<file path="config.mk">
export PLATFORM = sky130hd
export DESIGN_NAME = fifo
export DESIGN_NICKNAME = d
export VERILOG_FILES = /design/src/rtl/fifo.sv
export SDC_FILE = /design/constraint.sdc
export NUM_CORES = 1
export LEC_CHECK = 0
export BUFFER_PORTS_ARGS = -buffer_cell sky130_fd_sc_hd__buf_2
export CAP_MARGIN = 20
export CORE_MARGIN = 3
export CORE_UTILIZATION = 40
export CTS_CLUSTER_SIZE = 8
export DETAILED_ROUTE_END_ITERATION = 16
export PLACE_DENSITY_LB_ADDON = 0.08
export SYNTH_ARGS = -nofsm -noshare
export SYNTH_HDL_FRONTEND = slang
export SYNTH_SLANG_ARGS = --single-unit
</file>
<file path="constraint.sdc">
create_clock -name clk -period 6.9 [get_ports clk]
set_input_delay 1.38 -clock clk [delete_from_list [all_inputs] [get_ports clk]]
set_output_delay 1.38 -clock clk [all_outputs]
set_load 0.03 [all_outputs]
</file>
<file path="src/rtl/fifo.sv">
// fifo: show-ahead single-clock FIFO; ports clk/reset, push/din in, pop/dout out, empty/full status
module fifo #(
  parameter int DEPTH      = 5,
  parameter int DATA_WIDTH = 32
) (
  input  logic                  clk,
  input  logic                  reset,
  input  logic                  push,
  input  logic                  pop,
  input  logic [DATA_WIDTH-1:0] din,
  output logic [DATA_WIDTH-1:0] dout,
  output logic                  empty,
  output logic                  full
);
  localparam int PW = (DEPTH > 1) ? $clog2(DEPTH) : 1;
  localparam int CW = $clog2(DEPTH + 1);
  logic [DATA_WIDTH-1:0] mem_q [DEPTH];
  logic [PW-1:0]         rd_q, rd_d, wr_q, wr_d;
  logic [CW-1:0]         cnt_q, cnt_d;
  logic                  pop_ok, push_ok;
  always_comb begin
    empty   = cnt_q == '0;
    full    = cnt_q == CW'(DEPTH);
    pop_ok  = pop && !empty;
    push_ok = push && (!full || pop_ok);
    rd_d    = pop_ok ? ((rd_q == PW'(DEPTH - 1)) ? '0 : rd_q + 1'b1) : rd_q;
    wr_d    = push_ok ? ((wr_q == PW'(DEPTH - 1)) ? '0 : wr_q + 1'b1) : wr_q;
    cnt_d   = cnt_q + CW'(push_ok) - CW'(pop_ok);
    dout    = empty ? '0 : mem_q[rd_q];
  end
  always_ff @(posedge clk) begin
    if (reset) begin
      rd_q  <= '0;
      wr_q  <= '0;
      cnt_q <= '0;
    end else begin
      rd_q  <= rd_d;
      wr_q  <= wr_d;
      cnt_q <= cnt_d;
    end
  end
  always_ff @(posedge clk) begin
    if (push_ok && !reset) mem_q[wr_q] <= din;
  end
endmodule

</file>
==> impl_metrics.csv, run 1 <==
group,metric,value,unit
power_and_ir_drop,worst_ir_drop_vdd,0.178,mV
clock_network,htree_num_levels,4,
timing,maxClockFrequency,251,MHz
yosys,synth_top_area_frac,0.715,
yosys,syn-cell-area,6720,um^2
layout,fin_util,0.487,
clock_network,clk_pin_slew,0.07,ns
yosys,ys_seq_area_frac,0.750,
critical_path,cp.required,5.52,ns
yosys,netlist.top_cell.by_area,"edfxtp_1",
grt,grt_pass1_vias,3422,
timing,setup_viol,0,
route,vias_per_cell,5.03,
yosys,synth_common_cells,"edfxtp_1 (160), nor2_1 (37), mux2i_1 (35)",
yosys,synth_edf_count,160,
floorplan,chipHeight,136,um
clock_network,cts_tree,"built",
layout,drive_above_1_share,0.349,
route,wl_per_cell,19.3,um
yosys,async_flop_share,0,
yosys,synth.avg_cell_area,19.8,um^2
yosys,synth.distinct_cells,31,
run,max_cap_viol_count,0,
clock_network,cts.sinks,172,
floorplan,initial_core_util,0.416,
timing,finClkSkew,0.00448,ns
route,drt_iter0_markers,183,
floorplan,ios,70,
yosys,synth_nets,381,
critical_path,crit_buf_inv,2,
yosys,synth-main-ff-cell,"edfxtp_1",
critical_path,cp_top_family,"multiplexers",
placed_design,io_buffers,69,
min_path,hold_class,"flop to flop",
timing,rsz0062_at_grt,"no",
critical_path,crit_path_end_kind,"primary output",
layout,num_antenna_cells,0,
timing,drv_slew,0,
timing,relSlewSlack,0.375,
power_and_ir_drop,p_leak,2.63,nW
yosys,ys_top_cells_by_area,"edfxtp_1 (71%), mux4_2 (10%), mux2i_1 (5.2%)",
clock_network,ctsResizeCount,0,
floorplan,core-area,16200,um^2
clock_network,root_buffer,"clkbuf_16",
placed_design,dp_hpwl,7380,um
clock_network,cts_made_buffers,17,
timing,worst-slew-pin-transition,0.938,ns
timing,hold_viol,0,
yosys,synth.most_common_cell,"edfxtp_1",
yosys,synth-seq-cells,172,
critical_path,critical_path_peak_fanout,20,
grt,grt_max_degree,33,
layout,nNetsFinal,464,
critical_path,start_kind,"flop",
layout,fill_cells,1344,
clock_network,clock_latency,0.41,ns
yosys,ys_warn_count,0,
route,vias,3274,
status,outcome,"finished, final reports clean",
route,ant_nets,0,
placed_design,place_congestion,0.724,
critical_path,slowest_stage,"dfxtp_2",
clock_network,cts_hold_buffers,0,
floorplan,rows,46,
clock_network,clk_path_buf_depth,2,
power_and_ir_drop,cellPowerDensity,353,nW/um^2
timing,period_share,0.578,
floorplan,die_area,18400,um^2
critical_path,crit_arrival,2.61,ns
route,drt-total-wl,12500,um
layout,syn_to_final_growth,17.2,%
critical_path,crit_chain,"buf_4 -> mux4_1 -> mux2i_1 -> nor2_1 -> buf_2",
critical_path,max_stage_delay,0.67,ns
floorplan,die_x,136,um
grt,track_usage,0.145,
grt,overflow,0,
yosys,netlist_instances,339,
timing,final.setup.tns,0,ns
route,drc,0,
grt,grt_antenna_before_repair,1,
grt,grt_pass1_wl,19700,um
critical_path,critPathKind,"flop to primary output",
route,dr.pass1.iters,4,
clock_network,post_cts_buffers,0,
timing,period_minus_slack,3.99,ns
[cell type report]
cell class                 count  area, um^2  share of cell area
clock buffer                  17         425              0.0540
clock inverter                15         139              0.0176
inverter                       7        26.3             0.00333
multi-input combinational    144        1540               0.196
sequential                   172        5050               0.641
tap                          216         270              0.0343
timing repair buffer          80         428              0.0543
[worst reg2reg max path: stages, from the launching register on]
cell	delay (ns)
dfxtp_1	0.40
and4bb_2	0.28
nand3b_1	0.26
nor3_2	0.72
buf_4	0.48
[kinds of logic after synthesis]
family	synth area share
mux	0.160
flops	0.750
xor+xnor	0.00391
simple gates	0.0396
buf+inv	0.0240
fa+ha+maj	0.0123
compound gates	0.00949
[report_power, final]
group | leakage [nW] | switching [mW] | internal [mW]
Combinational | 0.811 | 0.411 | 0.241
Clock | 0.269 | 0.400 | 0.503
Sequential | 1.55 | 0.0478 | 1.18
Total | 2.63 | 0.859 | 1.92
[cell usage in the layout, fill, tap and decap left out, types with 4 or more instances in the layout]
| cell type | n |
|---|---|
| mux4_2 | 30 |
| inv_1 | 7 |
| buf_2 | 69 |
| clkinvlp_4 | 4 |
| mux2i_1 | 35 |
| nor2_1 | 37 |
| nor3_2 | 4 |
| clkbuf_16 | 17 |
| inv_6 | 5 |
| buf_4 | 11 |
| ha_1 | 5 |
| edfxtp_1 | 160 |
| dfxtp_1 | 9 |
[through the flow]
stage	power, mW	area, um^2	cells	setup slack, ns	hold slack [ns]
after floorplan	1.75	6720	339	1.53	0.480
after global placement	1.91	7320	619	3.24	0.508
after detailed placement	1.92	7320	619	3.21	0.508
after CTS	2.83	7880	651	2.80	0.518
after global routing	2.93	7880	651	2.67	0.571
final	2.78	7880	651	2.91	0.526
[sequential cells by signal, indices dropped and copies added, names as in the netlist, named ones only]
name   flops
cnt_q      3
rd_q       3
mem_q    160
wr_q       3
[layer usage]
metal / wire length [um] / global-route usage / up-vias
li1: - / - / 1508
met1: 5480 / 0.190 / 1673
met2: 6280 / 0.238 / 78
met3: 604 / 0.0438 / 13
met4: 163 / 0.0403 / 2
met5: 13 / 0 / -
[worst paths after layout]
kind,from,end,slack [ns],cells past startpoint
min,rd_q[0]$_SDFFE_PP0N_,flop,0.53,2
max reg2reg,cnt_q[1]$_SDFF_PP0_,mem_q[1][16]$_DFFE_PP_,4.40,4
min reg2reg,rd_q[0]$_SDFFE_PP0N_,flop,0.53,2
max,flop,dout[0],2.91,5
Power figures use the tool's default switching activity.
==> run 2: changes to the inputs <==
==> constraint.sdc (replaced) <==
create_clock -name clk -period 3.45 [get_ports clk]
set_input_delay 0.69 -clock clk [delete_from_list [all_inputs] [get_ports clk]]
set_output_delay 0.69 -clock clk [all_outputs]
set_load 0.03 [all_outputs]
==> run 2 against run 1 <==
  * Clock power is 110% higher
  * Clock skew is 0.0049 ns higher
  * Flip-flop and latch count stayed put
  * Largest power group unchanged
==> impl_metrics.csv, run 2 (synthesis gave the netlist of run 1 again) <==
group,metric,value,unit
timing,period_share,0.864,
critical_path,reg2reg_slack,1.33,ns
min_path,hold_class,"primary input to flop",
status,outcome,"finished, final reports clean",
critical_path,critPathKind,"flop to primary output",
grt,grt_pass1_wl,19900,um
critical_path,crit_chain,"buf_12 -> mux4_2 -> mux2i_1 -> nor2_1 -> buf_2",
critical_path,cp.required,2.76,ns
timing,hold_viol,0,
layout,multi_input_area,1550,um^2
timing,relSlewSlack,0.517,
placed_design,dp.cells,624,
clock_network,root_buffer,"clkbuf_16",
critical_path,crit_arrival,2.29,ns
clock_network,clk_pin_slew,0.07,ns
layout,regMostFlops,"mem_q",
route,dr.pass1.iters,4,
clock_network,clock_latency,0.41,ns
clock_network,cts.sinks,172,
floorplan,die_area,18400,um^2
layout,final_cells,656,
timing,period_minus_slack,2.98,ns
critical_path,max_stage_delay,0.64,ns
critical_path,slowest_stage,"dfxtp_2",
floorplan,die_x,136,um
power_and_ir_drop,p_leak,2.68,nW
floorplan,ios,70,
floorplan,initial_core_util,0.416,
timing,setup_viol,0,
grt,overflow,0,
route,wl_per_cell,19.0,um
floorplan,core-area,16200,um^2
power_and_ir_drop,worst_ir_drop_vdd,0.489,mV
clock_network,cts_hold_buffers,0,
critical_path,start_kind,"flop",
layout,regArea,5050,um^2
placed_design,dp_hpwl,7620,um
clock_network,ctsResizeCount,0,
critical_path,r2r_start,"cnt_q[1]$_SDFF_PP0_",
grt,grt_max_degree,27,
route,vias,3279,
clock_network,htree_num_levels,4,
route,drt-total-wl,12500,um
critical_path,reg2reg_to,"cnt_q[2]$_SDFF_PP0_",
grt,track_usage,0.146,
route,drc,0,
floorplan,chipHeight,136,um
placed_design,place_congestion,0.678,
timing,rsz0062_at_grt,"no",
clock_network,post_cts_buffers,0,
timing,finClkSkew,0.00938,ns
timing,maxClockFrequency,335,MHz
timing,drv_slew,0,
layout,fill_cells,1374,
layout,drive_above_1_share,0.345,
run,max_cap_viol_count,0,
grt,grt_antenna_before_repair,1,
timing,worst-slew-pin-transition,0.724,ns
layout,final_common_cell,"edfxtp_1",
placed_design,io_buffers,69,
critical_path,crit_path_end_kind,"primary output",
layout,nNetsFinal,469,
route,vias_per_cell,5.00,
floorplan,rows,46,
clock_network,clk_path_buf_depth,2,
critical_path,reg2reg_depth,8,
critical_path,critical_path_peak_fanout,21,
clock_network,cts_tree,"built",
clock_network,cts_made_buffers,17,
power_and_ir_drop,cellPowerDensity,718,nW/um^2
layout,num_antenna_cells,0,
route,ant_nets,0,
layout,fin_util,0.494,
route,drt_iter0_markers,163,
grt,grt_pass1_vias,3585,
layout,largest_reg_flops,160,
layout,final_cell_mix,"edfxtp_1 (160), buf_2 (69), nor2_1 (37)",
layout,syn_to_final_growth,18.7,%
critical_path,cp-endpoint,"dout[23]",
-- run 2: cell count changes in the layout (fill, tap and decap cells not counted) --
cell / previous run / this run
inv_6: 5 / 0
buf_12: 0 / 1
buf_4: 11 / 15
inv_8: 1 / 0
clkinvlp_4: 4 / 2
clkinv_2: 3 / 2
nor4_4: 0 / 1
clkbuf_1: 0 / 2
bufinv_16: 1 / 4
clkinv_1: 0 / 3
clkinv_4: 1 / 2
nor4_2: 1 / 0
-- run 2: cell type report --
type | instances | share of cell area
flip-flops and latches | 172 | 0.632
multi-input cells | 144 | 0.195
repair buffers | 85 | 0.0599
clock buffers | 19 | 0.0542
well taps | 216 | 0.0339
clock inverters | 13 | 0.0218
inverters | 7 | 0.00329
-- run 2: metal layers --
layer	wire (um)	part of all wire	up-vias	track usage
li1	-	-	1519	-
met1	5290	0.42	1680	0.184
met2	6550	0.52	63	0.247
met3	469	0.038	15	0.0371
met4	172	0.014	2	0.0521
met5	9	0.00072	-	0
-- run 2: worst min path at each step --
stage	cells past startpoint	end	startpoint
3_5_place_dp	2	flop	rd_q[0]$_SDFFE_PP0N_
3_3_place_gp	2	flop	rd_q[0]$_SDFFE_PP0N_
6_report	1	mem_q[0][16]$_DFFE_PP_	din[16]
2_1_floorplan	2	flop	rd_q[0]$_SDFFE_PP0N_
5_1_grt	1	mem_q[4][9]$_DFFE_PP_	din[9]
4_1_cts	1	mem_q[0][29]$_DFFE_PP_	din[29]
-- run 2: report_power, final --
group / switching (mW) / leakage, nW / internal, mW
clock: 0.741 / 0.289 / 1.20
combinational: 0.837 / 0.841 / 0.502
sequential: 0.0825 / 1.55 / 2.36
-- run 2: critical path, delay by kind of cell (launching register included) --
| family | cells | cell delay [ns] |
|---|---|---|
| muxes | 2 | 0.70 |
| DFF | 1 | 0.64 |
| buffers and inverters | 2 | 0.46 |
| and+or+nand+nor | 1 | 0.06 |
-- run 2: metrics by stage --
step	worst slack (ns)	instance area (um^2)	hold slack, ns	total power [mW]	setup TNS [ns]
floorplan	-0.368	6730	0.480	3.49	-47.07
global placement	0.858	7380	0.538	3.85	0
detailed placement	0.839	7380	0.548	3.86	0
CTS	0.377	7980	0.482	5.81	0
global route	0.264	7980	0.490	6.00	0
finish	0.468	7980	0.500	5.73	0
==> run 3: changes to the inputs <==
--- a/config.mk
+++ b/config.mk
@@ -7,6 +7,7 @@
 export LEC_CHECK = 0
 export BUFFER_PORTS_ARGS = -buffer_cell sky130_fd_sc_hd__buf_2
 export CAP_MARGIN = 20
+export CORE_ASPECT_RATIO = 0.9
 export CORE_MARGIN = 3
 export CORE_UTILIZATION = 40
 export CTS_CLUSTER_SIZE = 8
==> run 3 against run 2 <==
  * Flip-flop and latch count unchanged
  * Count of clock-buffer cells in the layout decreased by 2
  * Clock power about the same
  * Core utilization decreased by 0.36 points
  * Non-clock buffer count increased by 1
  * First-iteration DRC count decreased by 20%
  * Critical endpoint is now dout[24]
  * Largest cell class unchanged
  * Highest routed layer is now met4
==> impl_metrics.csv, run 3 (synthesis gave the netlist of run 1 again) <==
group,metric,value,unit
status,outcome,"finished, final reports clean",
clock_network,cts_made_buffers,17,
route,vias,3306,
layout,fin_util,0.490,
clock_network,cts.sinks,172,
min_path,hold_class,"primary input to flop",
layout,largest_reg_flops,160,
route,drc,0,
clock_network,clk_path_buf_depth,2,
timing,hold_viol,0,
layout,nNetsFinal,470,
route,ant_nets,0,
timing,period_share,0.854,
placed_design,place_area,7380,um^2
run,max_cap_viol_count,0,
grt,globalRouteMet2Util,0.233,
clock_network,post_cts_buffers,0,
layout,postLayoutCellArea,7990,um^2
floorplan,die_area,18400,um^2
critical_path,critical_path_peak_fanout,21,
placed_design,place_congestion,0.690,
placed_design,dp_hpwl,7820,um
grt,grt_pass1_vias,3570,
grt,grt_use_met1,0.206,
timing,worst-slew-pin-transition,0.704,ns
critical_path,cp.required,2.76,ns
layout,regMostFlops,"mem_q",
timing,period_minus_slack,2.95,ns
layout,fill_cells,1377,
route,drt-total-wl,12900,um
grt,overflow,0,
floorplan,ios,70,
grt,grt_pass1_wl,20300,um
power_and_ir_drop,worst_ir_drop_vdd,0.327,mV
critical_path,crit_arrival,2.26,ns
timing,drv_slew,0,
clock_network,cts_tree,"built",
timing,finClkSkew,0.00745,ns
layout,syn_to_final_growth,18.8,%
grt,top_usage_layer,"met2",
timing,setup_viol,0,
timing,relSlewSlack,0.531,
layout,drive_above_1_share,0.356,
critical_path,critPathKind,"flop to primary output",
critical_path,crit_path_end_kind,"primary output",
clock_network,root_buffer,"clkbuf_16",
layout,final_cell_mix,"edfxtp_1 (160), buf_2 (69), nor2_1 (37)",
clock_network,clk_pin_slew,0.07,ns
layout,final_common_cell,"edfxtp_1",
clock_network,ctsResizeCount,0,
power_and_ir_drop,cellPowerDensity,720,nW/um^2
route,vias_per_cell,5.10,
power_and_ir_drop,p_leak,2.69,nW
route,dr.pass1.iters,4,
grt,grt_max_degree,24,
floorplan,die_x,143,um
layout,num_antenna_cells,0,
route,drt_iter0_markers,131,
floorplan,initial_core_util,0.413,
timing,maxClockFrequency,340,MHz
clock_network,htree_num_levels,4,
grt,gr-usage-met3,0.0453,
floorplan,rows,44,
clock_network,clock_latency,0.43,ns
grt,track_usage,0.150,
timing,rsz0062_at_grt,"no",
placed_design,io_buffers,69,
critical_path,start_kind,"flop",
floorplan,chipHeight,129,um
grt,grt_antenna_before_repair,1,
floorplan,core-area,16300,um^2
route,wl_per_cell,19.9,um
clock_network,cts_hold_buffers,0,
## run 3: final timing paths
kind              slack [ns]  cells after the start                     to                  from
setup / recovery        0.50                      5               dout[24]   cnt_q[1]$_SDFF_PP0_
hold / removal          0.49                      1  mem_q[4][1]$_DFFE_PP_                din[1]
setup reg to reg        1.34                      8    cnt_q[2]$_SDFF_PP0_   cnt_q[1]$_SDFF_PP0_
hold reg to reg         0.56                      2                   flop  rd_q[1]$_SDFFE_PP0N_
## run 3: power breakdown
group / leakage [nW] / internal [mW] / switching (mW)
combinational: 0.852 / 0.521 / 0.846
clock: 0.293 / 1.09 / 0.838
sequential: 1.55 / 2.36 / 0.0867
total: 2.69 / 3.98 / 1.77
## run 3: worst max-delay path: stages (launching register included)
cell	delay, ns
dfxtp_1	0.36
or3_1	0.44
inv_1	0.49
buf_12	0.26
nor2_1	0.09
buf_2	0.18
## run 3: metrics by stage
step / hold WS, ns / std cells / TNS (ns) / worst slack (ns) / power (mW)
2_1_floorplan: 0.480 / 339 / -47.07 / -0.368 / 3.49
3_3_place_gp: 0.546 / 616 / 0 / 0.898 / 3.88
3_5_place_dp: 0.549 / 616 / 0 / 0.910 / 3.89
4_1_cts: 0.463 / 648 / 0 / 0.436 / 5.83
5_1_grt: 0.476 / 648 / 0 / 0.349 / 6.02
6_report: 0.490 / 648 / 0 / 0.505 / 5.75
## run 3: layout make-up
cell class              count  area, um^2  area share
well taps                 207         259      0.0324
clock inverters            15         175      0.0219
multi-input cells         144        1550       0.194
repair buffers             86         498      0.0624
inverters                   7        26.3     0.00329
clock buffers              17         425      0.0533
flip-flops and latches    172        5050       0.632
## run 3: routing by layer
metal  wire length (um)  vias to the layer above  part of all wire
li1                   -                     1525                 -
met1               6080                     1711              0.47
met2               6160                       61              0.48
met3                535                        9             0.042
met4                108                        0            0.0084
met5                  0                        -                 0
